[config.mk]
export PLATFORM = sky130hd
export DESIGN_NAME = uart_packet_parser
export DESIGN_NICKNAME = d
export VERILOG_FILES = /design/src/rtl/uart_packet_parser.sv
export SDC_FILE = /design/constraint.sdc
export NUM_CORES = 1
export LEC_CHECK = 0
export ABC_AREA = 0
export CORE_ASPECT_RATIO = 0.5
export CORE_MARGIN = 2
export CORE_UTILIZATION = 49
export CTS_CLUSTER_SIZE = 16
export DETAILED_ROUTE_END_ITERATION = 12
export PLACE_DENSITY_LB_ADDON = 0.15
export SLEW_MARGIN = 20
export SYNTH_ARGS = -nofsm -noshare
export SYNTH_HDL_FRONTEND = slang
export SYNTH_SLANG_ARGS = --single-unit
[constraint.sdc]
create_clock -name clk_100 -period 2.4 [get_ports clk_100]
set_input_delay 0.24 -clock clk_100 [delete_from_list [all_inputs] [get_ports clk_100]]
set_output_delay 0.24 -clock clk_100 [all_outputs]
set_load 0.02 [all_outputs]
[src/rtl/uart_packet_parser.sv]
// Frames UART RX bytes into PREFIX/addr/len/payload/crc packets, buffers the payload and
// replays it downstream over ready/valid once the crc byte has been accepted.
module uart_packet_parser #(
   parameter logic [7:0]  PREFIX      = 8'hDD,
   parameter int unsigned MAX_LEN     = 64,
   parameter int unsigned CRC_EN      = 0,
   parameter int unsigned TIMEOUT_CYC = 200000
) (
   input  logic       clk_100,
   input  logic       rst,
   input  logic [7:0] rx_data,
   input  logic       rx_valid,
   output logic [6:0] out_addr,
   output logic [7:0] out_data,
   output logic       out_valid,
   output logic       out_last,
   input  logic       out_ready,
   output logic       busy,
   output logic       err_crc,
   output logic       err_len,
   output logic       err_timeout,
   output logic       err_overrun
);

   localparam int unsigned IW = (MAX_LEN > 1) ? $clog2(MAX_LEN) : 1;
   localparam int unsigned LW = $clog2(MAX_LEN + 1);
   localparam int unsigned TW = (TIMEOUT_CYC > 1) ? $clog2(TIMEOUT_CYC) : 1;
   localparam logic [7:0]    MAX_LEN_B = 8'(MAX_LEN);
   localparam logic [TW-1:0] TMO_LAST  = TW'(TIMEOUT_CYC - 1);

   typedef enum logic [2:0] {
      StIdle,
      StAddr,
      StLen,
      StPayload,
      StCrc,
      StDrain
   } state_t;

   state_t        state;
   logic [7:0]    mem [MAX_LEN];
   logic [LW-1:0] len;
   logic [LW-1:0] wr_cnt;
   logic [LW-1:0] rd_idx;
   logic [7:0]    acc;
   logic [TW-1:0] tmo_cnt;

   assign busy = (state != StIdle);

   // Payload buffer kept out of the reset domain so it maps onto plain RAM.
   always_ff @(posedge clk_100) begin
      if (state == StPayload && rx_valid) begin
         mem[wr_cnt[IW-1:0]] <= rx_data;
      end
   end

   always_ff @(posedge clk_100) begin
      if (rst) begin
         state       <= StIdle;
         len         <= '0;
         wr_cnt      <= '0;
         rd_idx      <= '0;
         acc         <= '0;
         tmo_cnt     <= '0;
         out_addr    <= '0;
         out_data    <= '0;
         out_valid   <= 1'b0;
         out_last    <= 1'b0;
         err_crc     <= 1'b0;
         err_len     <= 1'b0;
         err_timeout <= 1'b0;
         err_overrun <= 1'b0;
      end else begin
         err_crc     <= 1'b0;
         err_len     <= 1'b0;
         err_timeout <= 1'b0;
         err_overrun <= 1'b0;

         unique case (state)
            StIdle: begin
               if (rx_valid && rx_data == PREFIX) begin
                  acc   <= '0;
                  state <= StAddr;
               end
            end

            StAddr, StLen, StPayload, StCrc: begin
               if (!rx_valid) begin
                  if (tmo_cnt == TMO_LAST) begin
                     err_timeout <= 1'b1;
                     tmo_cnt     <= '0;
                     state       <= StIdle;
                  end else begin
                     tmo_cnt <= tmo_cnt + 1'b1;
                  end
               end else begin
                  tmo_cnt <= '0;
                  if (state == StAddr) begin
                     if (rx_data[7]) begin
                        err_len <= 1'b1;
                        state   <= StIdle;
                     end else begin
                        out_addr <= rx_data[6:0];
                        acc      <= acc ^ rx_data;
                        state    <= StLen;
                     end
                  end else if (state == StLen) begin
                     if (rx_data == 8'h00 || rx_data > MAX_LEN_B) begin
                        err_len <= 1'b1;
                        state   <= StIdle;
                     end else begin
                        len    <= LW'(rx_data);
                        acc    <= acc ^ rx_data;
                        wr_cnt <= '0;
                        state  <= StPayload;
                     end
                  end else if (state == StPayload) begin
                     acc    <= acc ^ rx_data;
                     wr_cnt <= wr_cnt + 1'b1;
                     if (wr_cnt == len - 1'b1) begin
                        state <= StCrc;
                     end
                  end else begin
                     if (CRC_EN != 0 && rx_data != acc) begin
                        err_crc <= 1'b1;
                        state   <= StIdle;
                     end else begin
                        rd_idx <= '0;
                        state  <= StDrain;
                     end
                  end
               end
            end

            StDrain: begin
               // No backpressure upstream: anything arriving now cannot be stored.
               if (rx_valid) begin
                  err_overrun <= 1'b1;
               end
               if (!out_valid || out_ready) begin
                  if (out_valid && out_last) begin
                     out_valid <= 1'b0;
                     out_last  <= 1'b0;
                     state     <= StIdle;
                  end else begin
                     out_valid <= 1'b1;
                     out_data  <= mem[rd_idx[IW-1:0]];
                     out_last  <= (rd_idx == len - 1'b1);
                     rd_idx    <= rd_idx + 1'b1;
                  end
               end
            end

            default: state <= StIdle;
         endcase
      end
   end

endmodule
==> summary.txt <==
Drt
  • Antenna Nets Post-Route: 0
  • Number of DRC markers after the initial detailed-route iteration: 1844
  • Number of detailed-route iterations in the first pass: 6
  • Per-cell routed wire length: 27.8 microns
  • Per-cell via count in the routed design: 6.07
  • Total detailed-routing wirelength: 61700 microns
  • Post-route DRC: 0
  • Via Count: 13500

Yosys
  • Post-Syn Area: 23300 sq um
  • Gate count after technology mapping: 1332
  • EDFF count, synth: 512
  • Flip-flop and latch count after synthesis: 574
  • Async set or reset register ratio after synthesis: 0%
  • Net count of the mapped netlist: 1348
  • Sequential cell area fraction in the yosys report: 71.5%
  • Mean Syn Cell Area: 17.5 sq um
  • Cell taking the most area after synthesis: edfxtp_1
  • Unique cell type count in the Yosys netlist: 71
  • Synth warn: 0
  • Top-area cell type share of the netlist area: 66.1%
  • Most common flop cell mapped by yosys: edfxtp_1
  • Cell types occupying the most area after synthesis: edfxtp_1, mux4_2, dfxtp_1

STA
  • Transition time of the tightest slew-check pin: 863 ps
  • Setup-failing EPs final: 0
  • Relative max-transition margin: 42.5%
  • Minimum period implied by the final worst setup slack: 2370 ps
  • Fmax: 421 MHz
  • Final cycle utilization of the critical path: 98.9%
  • RSZ-0062 raised after global routing: false
  • Maximum clock skew at final layout: 14.9 ps
  • Final number of max-transition violations: 0
  • Final hold vios: 0

Global routing
  • Met1 Track Usage GR: 37.9%
  • Peak-usage layer in the global routing report: met1
  • Global-route wire length before repair: 89800 microns
  • Maximum number of pins on one net before global-route repair: 67
  • Initial antenna violation count: 2
  • Gr usage total: 25.2%
  • Met3 layer usage reported by global route: 6.79%
  • GRT met2 Usage: 36.9%
  • Number of global-route vias before repair: 13100
  • Gr ovfl total: 0

Cells and area
  • Area added between synthesis and finish: 17.9%
  • Layout cell share with drive strength beyond 1: 28.1%
  • Final cell area excluding filler cells: 27400 sq um
  • Non-Filler Instances: 2223
  • Number of nets in the finished design: 1560
  • Antenna Cells: 0

Clocking
  • Buffer type at the clock tree root: clkbuf_16
  • CTS tree: yes
  • Clock-pin transition on the worst setup and hold timing paths: 70 ps
  • Clock buffer depth: 3
  • CTS sink count: 574
  • Number of buffers added by the clock tree synthesis step: 50
  • Count of H-tree levels built during CTS: 2
  • Skew-Pair Late Insertion Delay: 580 ps

Die
  • Top-level port count: 34
  • Die height: 158 microns
  • Die Footprint: 49300 sq um
  • Horizontal extent of the die: 312 microns
  • Placeable Area: 46900 sq um
  • Rows: 56
  • Initial standard-cell utilization of the core: 49.6%

Setup path
  • CP peak stage delay: 510 ps
  • Arrival @ worst endpoint: 2820 ps
  • Depth of the most critical reg-to-reg path: 8
  • Critical Path Fanout Max: 12
  • Critical path required time: 2840 ps
  • Startpoint type of the worst setup path: register
  • Standard cell with the maximum stage delay on the critical path: mux4_2
  • CP endpoint kind: register
  • CP startpoint: rd_idx[0]
  • FF-to-FF Start: rd_idx[0]
  • Critical path, cell by cell: buf_12, buf_12, buf_4, mux4_2, and3_1, a21oi_1, and3_1, a311oi_1
  • Start-to-end type of the worst setup path: register to register

Min path
  • Worst hold-check path type: primary input to register
  • Worst Hold Depth: 2
  • Startpoint of the most critical hold path: rst

Flow run
  • Number of max-cap violations: 0

Placement
  • Placement-stage cell area: 25500 sq um
  • Number of cells in the design after placement: 2122
  • Half-perimeter wire length after detailed placement: 40300 microns
  • Global placer's final weighted congestion: 0.883
  • Count of input and output buffers: 32

Pwr
  • Peak supply drop: 0.448 mV
  • Power per unit of standard cell area: 782 nW/um^2
  • Leakage power summed over all cells: 8.73 nW

Status
  • Result of the run: complete, no violations
cells in the mapped netlist (5+ instances only):
master	number
edfxtp_1	512
nor2_1	136
mux4_2	112
dfxtp_1	62
mux2i_1	59
nand2_1	47
a21oi_1	37
o21ai_0	29
buf_2	24
clkbuf_1	23
nor3_1	23
xnor2_1	23
nand3_1	17
inv_1	14
a22oi_1	10
a311oi_1	10
and3_1	10
buf_4	10
a211oi_1	9
buf_6	9
a221oi_1	8
nand4_1	8
nor2b_1	8
o221ai_1	8
mux2_2	7
or3_1	7
a31oi_1	6
buf_1	6
nand3b_1	6
nor3b_1	6
nand2b_1	5
registers in the layout, indices dropped and copies added (netlist names), 3 cells and up:
name and flops:
tmo_cnt 18, len 7, state 3, wr_cnt 7, mem 512, out_data 8
rd_idx 7, out_addr 7
cell usage in the layout (no fill, tap or decap), types with 6 or more instances in the layout:
master           instances
mux2_2                   7
buf_2                    9
a22oi_1                 10
a221oi_1                 6
nand2_1                 47
clkinv_2                10
nor2_1                 135
clkinv_1                15
edfxtp_1               512
a21oi_1                 37
mux2i_1                 56
buf_4                  187
buf_12                  14
clkbuf_16               53
nor3_1                  23
inv_1                   14
dfxtp_1                 57
o21ai_0                 28
xnor2_1                 23
or3_1                    7
a311oi_1                10
mux4_2                 112
nor2b_1                  8
clkdlybuf4s50_1         23
a211oi_1                 9
nand3_1                 17
nand4_1                  8
nor3b_1                  6
bufinv_16                9
and3_1                  10
nand3b_1                 6
a31oi_1                  6
per-stage QoR:
| stage | setup TNS (ps) | power [W] | hold WS, ps | util (%) | setup slack, ps |
|---|---|---|---|---|---|
| after global placement | -927 | 0.0130 | 472 | 54.4 | -195 |
| after global routing | 0 | 0.0221 | 28.4 | 58.5 | 0.994 |
| final | 0 | 0.0214 | 47.8 | 58.5 | 26.1 |
| after floorplan | 0 | 0.0123 | 339 | - | 67.7 |
| after detailed placement | -1220 | 0.0130 | 486 | 54.4 | -215 |
| after CTS | 0 | 0.0215 | 24.7 | 58.3 | 1.07 |
layer usage:
layer  routed length [microns]  share of wire (%)
met5                         0                  0
met3                      6770                 11
met4                      1170                1.9
met1                     27000                 44
met2                     26800                 43
report_power, final:
group / internal, W / switching, W
combinational: 0.000809 / 0.00106
sequential: 0.0109 / 0.0000929
clock: 0.00497 / 0.00360
total: 0.0167 / 0.00475
final cells by class:
class / count / area (sq um)
multi-input cells: 668 / 6210
well taps: 638 / 798
clock buffers: 57 / 1340
repair buffers: 236 / 2000
inverters: 14 / 52.6
fillers: 3556 / 19500
flip-flops and latches: 574 / 16600
clock inverters: 36 / 393
path summary, 6_finish.rpt:
kind,end,slack (ps)
worst min register to register,out_addr[1],500
worst max register to register,out_data[0],30
worst min-delay path,len[0],50
worst max-delay path,out_data[0],30
critical path, delay by kind of cell (launching register included):
kind | cells | cell delay (ps)
flip-flops | 1 | 370
multiplexers | 1 | 510
AND/OR/NAND/NOR | 2 | 450
buffers and inverters | 3 | 480
AO/OA/AOI/OAI | 2 | 410
cell families after synthesis:
group                    synth area share, %
flip-flops                              71.5
buffers and inverters                   2.23
AO/OA/AOI/OAI                           4.71
adder cells (fa/ha/maj)                0.215
XOR/XNOR                                1.37
other                                 0.0161
AND/OR/NAND/NOR                         6.27
multiplexers                            13.7
what timing repair did:
action                     4_1_cts  5_1_grt
hold buffers                     0        0
buffers inserted                 5        3
setup endpoints to repair        8      110
pin swaps                        0        1
gates resized for setup          5       18
gates cloned                     0        0
Power figures use the tool's default switching activity.
